### config.mk
export PLATFORM = sky130hd
export DESIGN_NAME = mem_arbiter_flat
export DESIGN_NICKNAME = d
export VERILOG_FILES = /design/src/rtl/mem_arbiter_if.sv /design/src/rtl/mem_arbiter.sv /design/src/flat_wrapper.sv
export SDC_FILE = /design/constraint.sdc
export NUM_CORES = 1
export LEC_CHECK = 0
export ABC_AREA = 1
export CAP_MARGIN = 20
export CELL_PAD_IN_SITES_DETAIL_PLACEMENT = 0
export CELL_PAD_IN_SITES_GLOBAL_PLACEMENT = 1
export CORE_AREA = 5 5 141 177
export DETAILED_ROUTE_END_ITERATION = 12
export DIE_AREA = 0 0 146 182
export PLACE_DENSITY_LB_ADDON = 0.1
export REMOVE_ABC_BUFFERS = 1
export SLEW_MARGIN = 10
export SYNTH_ARGS = -nofsm -noshare
export SYNTH_HDL_FRONTEND = slang
export SYNTH_SLANG_ARGS = --single-unit
### constraint.sdc
create_clock -name ph1 -period 1.4 [get_ports ph1]
set_clock_uncertainty 0.1 [all_clocks]
set_input_delay 0.28 -clock ph1 [delete_from_list [all_inputs] [get_ports ph1]]
set_output_delay 0.28 -clock ph1 [all_outputs]
set_load 0.05 [all_outputs]
### src/rtl/mem_arbiter_if.sv
// Bundle of requester, main-memory and status signals around mem_arbiter.
// The arbiter uses the master view; requesters and memory use the slave view.
interface mem_arbiter_if #(
  parameter int ADDR_W = 27
);
  logic              i_req;
  logic [ADDR_W-1:0] i_adr;
  logic [31:0]       i_rdata;
  logic              i_ack;

  logic              d_req;
  logic              d_we;
  logic [ADDR_W-1:0] d_adr;
  logic [31:0]       d_wdata;
  logic [3:0]        d_byteen;
  logic [31:0]       d_rdata;
  logic              d_ack;

  logic [ADDR_W-1:0] mem_adr;
  logic [31:0]       mem_wdata;
  logic [3:0]        mem_byteen;
  logic              mem_rwb;
  logic              mem_en;
  logic [31:0]       mem_rdata;
  logic              mem_done;

  logic              err;

  modport master (
    input  i_req, i_adr, d_req, d_we, d_adr, d_wdata, d_byteen, mem_rdata, mem_done,
    output i_rdata, i_ack, d_rdata, d_ack, mem_adr, mem_wdata, mem_byteen, mem_rwb,
           mem_en, err
  );

  modport slave (
    output i_req, i_adr, d_req, d_we, d_adr, d_wdata, d_byteen, mem_rdata, mem_done,
    input  i_rdata, i_ack, d_rdata, d_ack, mem_adr, mem_wdata, mem_byteen, mem_rwb,
           mem_en, err
  );
endinterface

### src/rtl/mem_arbiter.sv
// Arbitrates instruction-fetch and data requests onto one main-memory port,
// one transaction at a time, with a one-cycle ack and a hung-transaction abort.
module mem_arbiter #(
  parameter int ADDR_W    = 27,
  parameter int TIMEOUT   = 255,
  parameter int DATA_PRIO = 0
) (
  input logic           ph1,
  input logic           reset,
  mem_arbiter_if.master bus
);

  localparam logic [ADDR_W-1:0] ADR_ZERO   = '0;
  localparam logic [7:0]        LAST_COUNT = 8'(TIMEOUT - 1);
  localparam logic [31:0]       ABORT_DATA = 32'hDEADBEEF;
  localparam logic              PRIO_DATA  = (DATA_PRIO != 0);

  typedef enum logic [1:0] {
    IDLE = 2'd0,
    BUSY = 2'd1,
    RESP = 2'd2
  } state_t;

  state_t     state;
  state_t     state_next;
  logic [7:0] count;
  logic       last_data;
  logic       win_data;
  logic       any_req;
  logic       pick_data;
  logic       finish_ok;
  logic       abort;

  always_ff @(posedge ph1) begin
    if (reset) state <= IDLE;
    else       state <= state_next;
  end

  // On a tie without fixed priority, the side that did not win last time goes next.
  always_comb begin
    any_req    = bus.i_req | bus.d_req;
    pick_data  = bus.d_req & (~bus.i_req | PRIO_DATA | ~last_data);
    finish_ok  = 1'b0;
    abort      = 1'b0;
    state_next = state;
    case (state)
      IDLE: if (any_req) state_next = BUSY;
      BUSY: begin
        if (bus.mem_done) begin
          finish_ok  = 1'b1;
          state_next = RESP;
        end else if (count == LAST_COUNT) begin
          abort      = 1'b1;
          state_next = RESP;
        end
      end
      RESP:    state_next = IDLE;
      default: state_next = IDLE;
    endcase
  end

  always_ff @(posedge ph1) begin
    if (reset) begin
      bus.mem_adr    <= ADR_ZERO;
      bus.mem_wdata  <= 32'h0;
      bus.mem_byteen <= 4'h0;
      bus.mem_rwb    <= 1'b1;
      bus.mem_en     <= 1'b0;
      bus.i_rdata    <= 32'h0;
      bus.d_rdata    <= 32'h0;
      bus.i_ack      <= 1'b0;
      bus.d_ack      <= 1'b0;
      bus.err        <= 1'b0;
      count          <= 8'd0;
      last_data      <= 1'b0;
      win_data       <= 1'b0;
    end else begin
      bus.i_ack <= 1'b0;
      bus.d_ack <= 1'b0;
      bus.err   <= 1'b0;
      if (state == IDLE && any_req) begin
        bus.mem_en <= 1'b1;
        count      <= 8'd0;
        win_data   <= pick_data;
        last_data  <= pick_data;
        if (pick_data) begin
          bus.mem_adr    <= bus.d_adr;
          bus.mem_wdata  <= bus.d_wdata;
          bus.mem_rwb    <= ~bus.d_we;
          bus.mem_byteen <= bus.d_we ? bus.d_byteen : 4'hF;
        end else begin
          bus.mem_adr    <= bus.i_adr;
          bus.mem_wdata  <= 32'h0;
          bus.mem_rwb    <= 1'b1;
          bus.mem_byteen <= 4'hF;
        end
      end
      // Writes complete without touching the requester's read-data register.
      if (finish_ok) begin
        bus.mem_en <= 1'b0;
        if (win_data) begin
          bus.d_ack <= 1'b1;
          if (bus.mem_rwb) bus.d_rdata <= bus.mem_rdata;
        end else begin
          bus.i_ack <= 1'b1;
          if (bus.mem_rwb) bus.i_rdata <= bus.mem_rdata;
        end
      end else if (abort) begin
        bus.mem_en <= 1'b0;
        bus.err    <= 1'b1;
        if (win_data) begin
          bus.d_ack   <= 1'b1;
          bus.d_rdata <= ABORT_DATA;
        end else begin
          bus.i_ack   <= 1'b1;
          bus.i_rdata <= ABORT_DATA;
        end
      end else if (state == BUSY) begin
        count <= count + 8'd1;
      end
    end
  end

endmodule

### src/flat_wrapper.sv
// flat-port wrapper written by rule: the top's interface ports become plain ports
module mem_arbiter_flat 
#(
  parameter int ADDR_W    = 27,
  parameter int TIMEOUT   = 255,
  parameter int DATA_PRIO = 0
)
  (ph1, reset, bus_i_req, bus_i_adr, bus_d_req, bus_d_we, bus_d_adr, bus_d_wdata, bus_d_byteen, bus_mem_rdata, bus_mem_done, bus_i_rdata, bus_i_ack, bus_d_rdata, bus_d_ack, bus_mem_adr, bus_mem_wdata, bus_mem_byteen, bus_mem_rwb, bus_mem_en, bus_err);
  mem_arbiter_if #(.ADDR_W(ADDR_W)) bus_i ();
  input logic ph1;
  input logic reset;
  input wire logic [$bits(bus_i.i_req)-1:0] bus_i_req;
  input wire logic [$bits(bus_i.i_adr)-1:0] bus_i_adr;
  input wire logic [$bits(bus_i.d_req)-1:0] bus_d_req;
  input wire logic [$bits(bus_i.d_we)-1:0] bus_d_we;
  input wire logic [$bits(bus_i.d_adr)-1:0] bus_d_adr;
  input wire logic [$bits(bus_i.d_wdata)-1:0] bus_d_wdata;
  input wire logic [$bits(bus_i.d_byteen)-1:0] bus_d_byteen;
  input wire logic [$bits(bus_i.mem_rdata)-1:0] bus_mem_rdata;
  input wire logic [$bits(bus_i.mem_done)-1:0] bus_mem_done;
  output wire logic [$bits(bus_i.i_rdata)-1:0] bus_i_rdata;
  output wire logic [$bits(bus_i.i_ack)-1:0] bus_i_ack;
  output wire logic [$bits(bus_i.d_rdata)-1:0] bus_d_rdata;
  output wire logic [$bits(bus_i.d_ack)-1:0] bus_d_ack;
  output wire logic [$bits(bus_i.mem_adr)-1:0] bus_mem_adr;
  output wire logic [$bits(bus_i.mem_wdata)-1:0] bus_mem_wdata;
  output wire logic [$bits(bus_i.mem_byteen)-1:0] bus_mem_byteen;
  output wire logic [$bits(bus_i.mem_rwb)-1:0] bus_mem_rwb;
  output wire logic [$bits(bus_i.mem_en)-1:0] bus_mem_en;
  output wire logic [$bits(bus_i.err)-1:0] bus_err;
  assign bus_i.i_req = bus_i_req;
  assign bus_i.i_adr = bus_i_adr;
  assign bus_i.d_req = bus_d_req;
  assign bus_i.d_we = bus_d_we;
  assign bus_i.d_adr = bus_d_adr;
  assign bus_i.d_wdata = bus_d_wdata;
  assign bus_i.d_byteen = bus_d_byteen;
  assign bus_i.mem_rdata = bus_mem_rdata;
  assign bus_i.mem_done = bus_mem_done;
  assign bus_i_rdata = bus_i.i_rdata;
  assign bus_i_ack = bus_i.i_ack;
  assign bus_d_rdata = bus_i.d_rdata;
  assign bus_d_ack = bus_i.d_ack;
  assign bus_mem_adr = bus_i.mem_adr;
  assign bus_mem_wdata = bus_i.mem_wdata;
  assign bus_mem_byteen = bus_i.mem_byteen;
  assign bus_mem_rwb = bus_i.mem_rwb;
  assign bus_mem_en = bus_i.mem_en;
  assign bus_err = bus_i.err;
  mem_arbiter #(.ADDR_W(ADDR_W), .TIMEOUT(TIMEOUT), .DATA_PRIO(DATA_PRIO)) u_core (.ph1(ph1), .reset(reset), .bus(bus_i));
endmodule
* Yosys cells after proc, flatten, opt, wreduce, memory -nomap -nowiden *
Index checks and enable logic that the tools add are counted.

cells by class
  add/sub/neg operators = 1
  multipliers = 0
  divide/modulo/power cells = 0
  order comparisons = 0
  eq/ne operators = 5
  shift operators = 0
  muxes and demuxes = 34
  bitwise logic cells = 6
  reductions and logical operators = 8

operators with widths
  operator               count
  $mux W32               10
  $mux W8                4
  $mux W27               1
  $mux W1                13
  $add A8 B1 Y8 const B  1
  $eq A8 B8 Y1 const B   1
  $mux W4                2
  $mux W2                3
  $reduce_and A3 Y1      2
  $ne A2 B1 Y1 const B   2
  $pmux W2 S2            1
  $ne A3 B2 Y1 const B   1
  $not A1 Y1             3
  $reduce_or A3 Y1       1
  $eq A2 B1 Y1 const B   1
  $logic_not A2 Y1       1
  $or A1 B1 Y1           2
  $reduce_and A2 Y1      1
  $reduce_bool A2 Y1     1
  $reduce_or A2 Y1       1
  $and A1 B1 Y1          1
  $logic_and A1 B1 Y1    1

word-level totals
  register bits after elaboration = 143
  latch bits = 0
  memory bits (writable) = 0
  bits in read-only memories = 0
  input bits = 128
  output and inout bits = 132
  word-level logic and storage cells = 67
  memories = 0

* Logic depth before layout (Yosys ltp) *
  depth after elaboration = 6
  gate-level depth with buffers = 11
  depth with buffers taken out = 11

* Worst setup path before layout *
OpenSTA, ideal clock, no wires.

  path type = flip-flop to flip-flop
  from = register u_core.bus.mem_rwb
  to = register u_core.bus.i_rdata[23]
  setup time = 117 ps
  arrival = 1470 ps
  required time = 1183 ps
  path slack = -287 ps
  cell stages (with the launch flop) = 7
  buffers on the path = 1
  clock period less this slack = 1687 ps
  path through = dfxtp_1 > inv_1 > a21oi_4 > buf_2 > nand3_1 > nand2_1 > nor2_1

on the way
  longest elaborated chain between the ends = 2

RTL lines
  what                                RTL line              source
  start, declared                     mem_arbiter_if.sv:31  output i_rdata, i_ack, d_rdata, d_ack, mem_adr, mem_wdata, mem_byteen, mem_rwb,
  start signal, assigned              mem_arbiter.sv:89     bus.mem_rwb <= ~bus.d_we;
  $ne A2 B1 Y1 (no source line)       --
  $reduce_and A3 Y1 (no source line)  --
  end signal, assigned                mem_arbiter.sv:106    if (bus.mem_rwb) bus.i_rdata <= bus.mem_rdata;
  end, declared                       mem_arbiter_if.sv:31

Every way passes these cells.
A chain may end at the register's enable or synchronous reset.

* Worst setup path after layout *
  from = register u_core.count[0]
  to = register u_core.bus.i_rdata[26]

on the way
  longest elaborated chain between the ends = 6

RTL lines
  what                                 RTL line            source
  start, declared                      mem_arbiter.sv:26   logic [7:0] count;
  start signal, assigned               mem_arbiter.sv:119  count <= count + 8'd1;
  $eq A8 B8 Y1                         mem_arbiter.sv:52   end else if (count == LAST_COUNT) begin
  $mux W1                              mem_arbiter.sv:52
  $mux W1                              mem_arbiter.sv:49   if (bus.mem_done) begin
  $mux W1                              mem_arbiter.sv:46   case (state)
  $reduce_bool A2 Y1 (no source line)  --
  $reduce_and A3 Y1 (no source line)   --

Every way passes these cells.

==> flow_summary_export.csv <==
group,metric,value,unit
run_status,status,"finished with violations",
run_status,violations,"negative setup slack",
placement,dpl-instance-area,10500,µm²
yosys,synth_top_area_share,48.4,%
yosys,synthMuxAreaShare,0,%
critical_path,cp_data_arrival_time,1830,ps
sta,max_slew_margin,62.4,%
clock_tree,cts.clk_slew.worst_paths,60,ps
floorplan,core-area,23300,µm²
layout,nets,1258,
layout,final_area,13200,µm²
power_and_ir_drop,p_leak,5.33,nW
global_routing,grt_start_max_net_pins,60,
sta,period_share,115,%
yosys,synth_fa_ha_area_share,0.423,%
sta,worst_pin_slew,564,ps
sta,holdWs,189,ps
yosys,yosysWarnings,0,
floorplan,io_pins,260,
sta,setup_viol_count_final,140,
layout,multi_input_area,3480,µm²
critical_path,worstSetupPathType,"reg2reg",
floorplan,rows,63,
drt,first_iter_violations,236,
placement,hpwl,15.2,mm
clock_tree,cts.sinks,143,
drt,num_vias,6605,
run,cap_violations,0,
layout,drive_above_1_share,44.6,%
critical_path,cp_slowest_stage_delay,330,ps
power_and_ir_drop,peakVddDrop,860,µV
drt,avgRoutedWirePerCell,16.8,µm
yosys,synth_area_leaders,"dfxtp_1 (48%), nand2_1 (12%), a21oi_1 (8.7%)",
critical_path,path_cells,"inv_2 -> ha_4 -> inv_2 -> nor2_4 -> buf_4 -> nand3_4 -> nand2_8 -> buf_4 -> clkbuf_16 -> a21oi_2 -> nor2_1",
drt,vias_per_cell,4.61,
sta,min_period,1610,ps
yosys,synth_cells,809,
yosys,synth_top_family_by_area,"simple AND/OR/NAND/NOR gates",
layout,seq_area,2950,µm²
clock_tree,cts_buffers,17,
power_and_ir_drop,p_per_area,1030,nW/µm²
yosys,synth_simple_gate_area_share,28.2,%
sta,setup_tns,-17140,ps
clock_tree,holdBufCountCts,0,
clock_tree,cts_tree,"built",
sta,max_freq,620,MHz
clock_tree,htreeDepth,4,
global_routing,antenna_found_initial,2,
critical_path,setup.worst_path.start_class,"register",
yosys,yosys.cell_types.count,28,
critical_path,cp.required,1610,ps
clock_tree,cts-root-buf,"clkbuf_16",
global_routing,track_usage,17.3,%
yosys,synth_compound_area_share,15.3,%
sta,slew_violations,0,
critical_path,worst_setup_path_end_kind,"register",
global_routing,grt_overflow,0,
floorplan,chipHeight,182,µm
global_routing,grt_pass1_vias,6572,
yosys,synth_area,5910,µm²
sta,rsz0062_at_grt,"yes",
yosys,synth-seq-cells,143,
drt,ant_nets,0,
yosys,yosys.area.top_type,"dfxtp_1",
layout,nFillCells,2088,
layout,final_cells,1434,
layout,area_growth,123,%
critical_path,path_max_fanout,5,
sta,setup_slack,-213,ps
placement,place_congestion,0.734,
yosys,synth.most_common_cell,"nand2_1",
placement,dp.cells,1349,
critical_path,slowest_stage,"dfxtp_2",
placement,dp_slack,-472,ps
floorplan,die_w,146,µm
clock_tree,clock_latency,410,ps
drt,finalWirelength,24.0,mm
yosys,async_flop_share,0,%
global_routing,grt_pass1_wl,36.9,mm
yosys,synth_common_cells,"nand2_1 (188), dfxtp_1 (143), a21oi_1 (103)",
yosys,syn_avg_cell_area,7.30,µm²
floorplan,die_area,26600,µm²
yosys,ys.flop_type,"dfxtp_1",
drt,post-route-drc-count,0,
yosys,synth_xor_area_share,0,%
floorplan,initial_core_util,25.4,%
sta,hold_violations,0,
yosys,synth-seq-area-share,48.4,%
min_path,worstHoldPathType,"in2reg",
drt,drt-pass1-iter-count,6,
yosys,synth-edff-count,0,
clock_tree,clock_path_buffers,2,
placement,numPortBuffers,259,
[worst max-delay path: cells and delay by family (launching register included)]
kind / cells / cell delay, ps
DFF: 1 / 330
buffers and inverters: 5 / 550
and+or+nand+nor: 4 / 280
adders and majority gates: 1 / 150
AOI/OAI and AO/OA: 1 / 110
[power breakdown]
| group | internal, mW | switching, mW | total (mW) |
|---|---|---|---|
| Combinational | 2.33 | 2.16 | 4.49 |
| Sequential | 4.34 | 0.313 | 4.65 |
| Clock | 2.45 | 1.90 | 4.34 |
[stage by stage]
step | power (mW) | utilization, %
detailed placement | 8.07 | 45.2
CTS | 13.4 | 53.5
global placement | 8.07 | 45.2
finish | 13.5 | 56.6
floorplan | 6.02 | -
global route | 14.1 | 56.6
[kinds of logic after synthesis]
group	Yosys count
DFF	143
and+or+nand+nor	398
AOI/OAI and AO/OA	171
adders and majority gates	2
buffers and inverters	95
[repair_timing]
action,CTS,global route
pin swaps,30,37
cloned,21,6
setup buffers,22,7
resized for setup,186,191
endpoints found under the setup margin,128,163
hold endpoints to repair,0,0
[routing by layer]
| layer | wire, µm | track usage, % | part of all wire (%) | vias up |
|---|---|---|---|---|
| li1 | - | - | - | 3330 |
| met1 | 9540 | 19.9 | 40 | 3061 |
| met5 | 20 | 0 | 0.083 | - |
| met2 | 12400 | 30.4 | 52 | 191 |
| met4 | 235 | 3.61 | 0.98 | 2 |
| met3 | 1810 | 6.99 | 7.5 | 21 |
[sequential cells by signal, summed over array words and instances, names as in the netlist, 2 cells and up]
register,flops
u_core.bus.d_rdata,32
u_core.bus.i_rdata,32
u_core.bus.mem_wdata,32
u_core.bus.mem_adr,27
u_core.count,8
u_core.bus.mem_byteen,4
u_core.state,2
[final cells by class]
cell class,instances,share of cell area [%]
Antenna cell,1,0.0190
Timing Repair Buffer,366,42.9
Inverter,29,1.07
Clock buffer,20,3.55
Clock inverter,12,0.780
Sequential cell,143,22.4
Tap cell,292,2.78
Multi-Input combinational cell,571,26.5
[placed cells by master (no fill, tap or decap), types with 24 or more instances in the layout]
cell type,count
a21oi_1,52
a21oi_2,51
a31oi_1,25
buf_12,164
buf_4,36
clkdlybuf4s50_1,126
dfxtp_1,82
dfxtp_2,58
nand2_1,143
nand2_4,41
nand3_1,69
nor2_1,92
o21ai_2,24
[worst paths after layout]
kind / cells past startpoint / startpoint / slack [ps] / end
hold / removal: 4 / reset / 190 / u_core.count[2]$_SDFF_PP0_
setup / recovery: 11 / u_core.count[0]$_SDFF_PP0_ / -210 / u_core.bus.i_rdata[26]$_SDFFE_PP0P_
hold reg to reg: 2 / u_core.count[4]$_SDFF_PP0_ / 370 / u_core.count[4]$_SDFF_PP0_
setup reg to reg: 11 / u_core.count[0]$_SDFF_PP0_ / -210 / u_core.bus.i_rdata[26]$_SDFFE_PP0P_
Note: power is estimated with default switching activity, not from simulation.
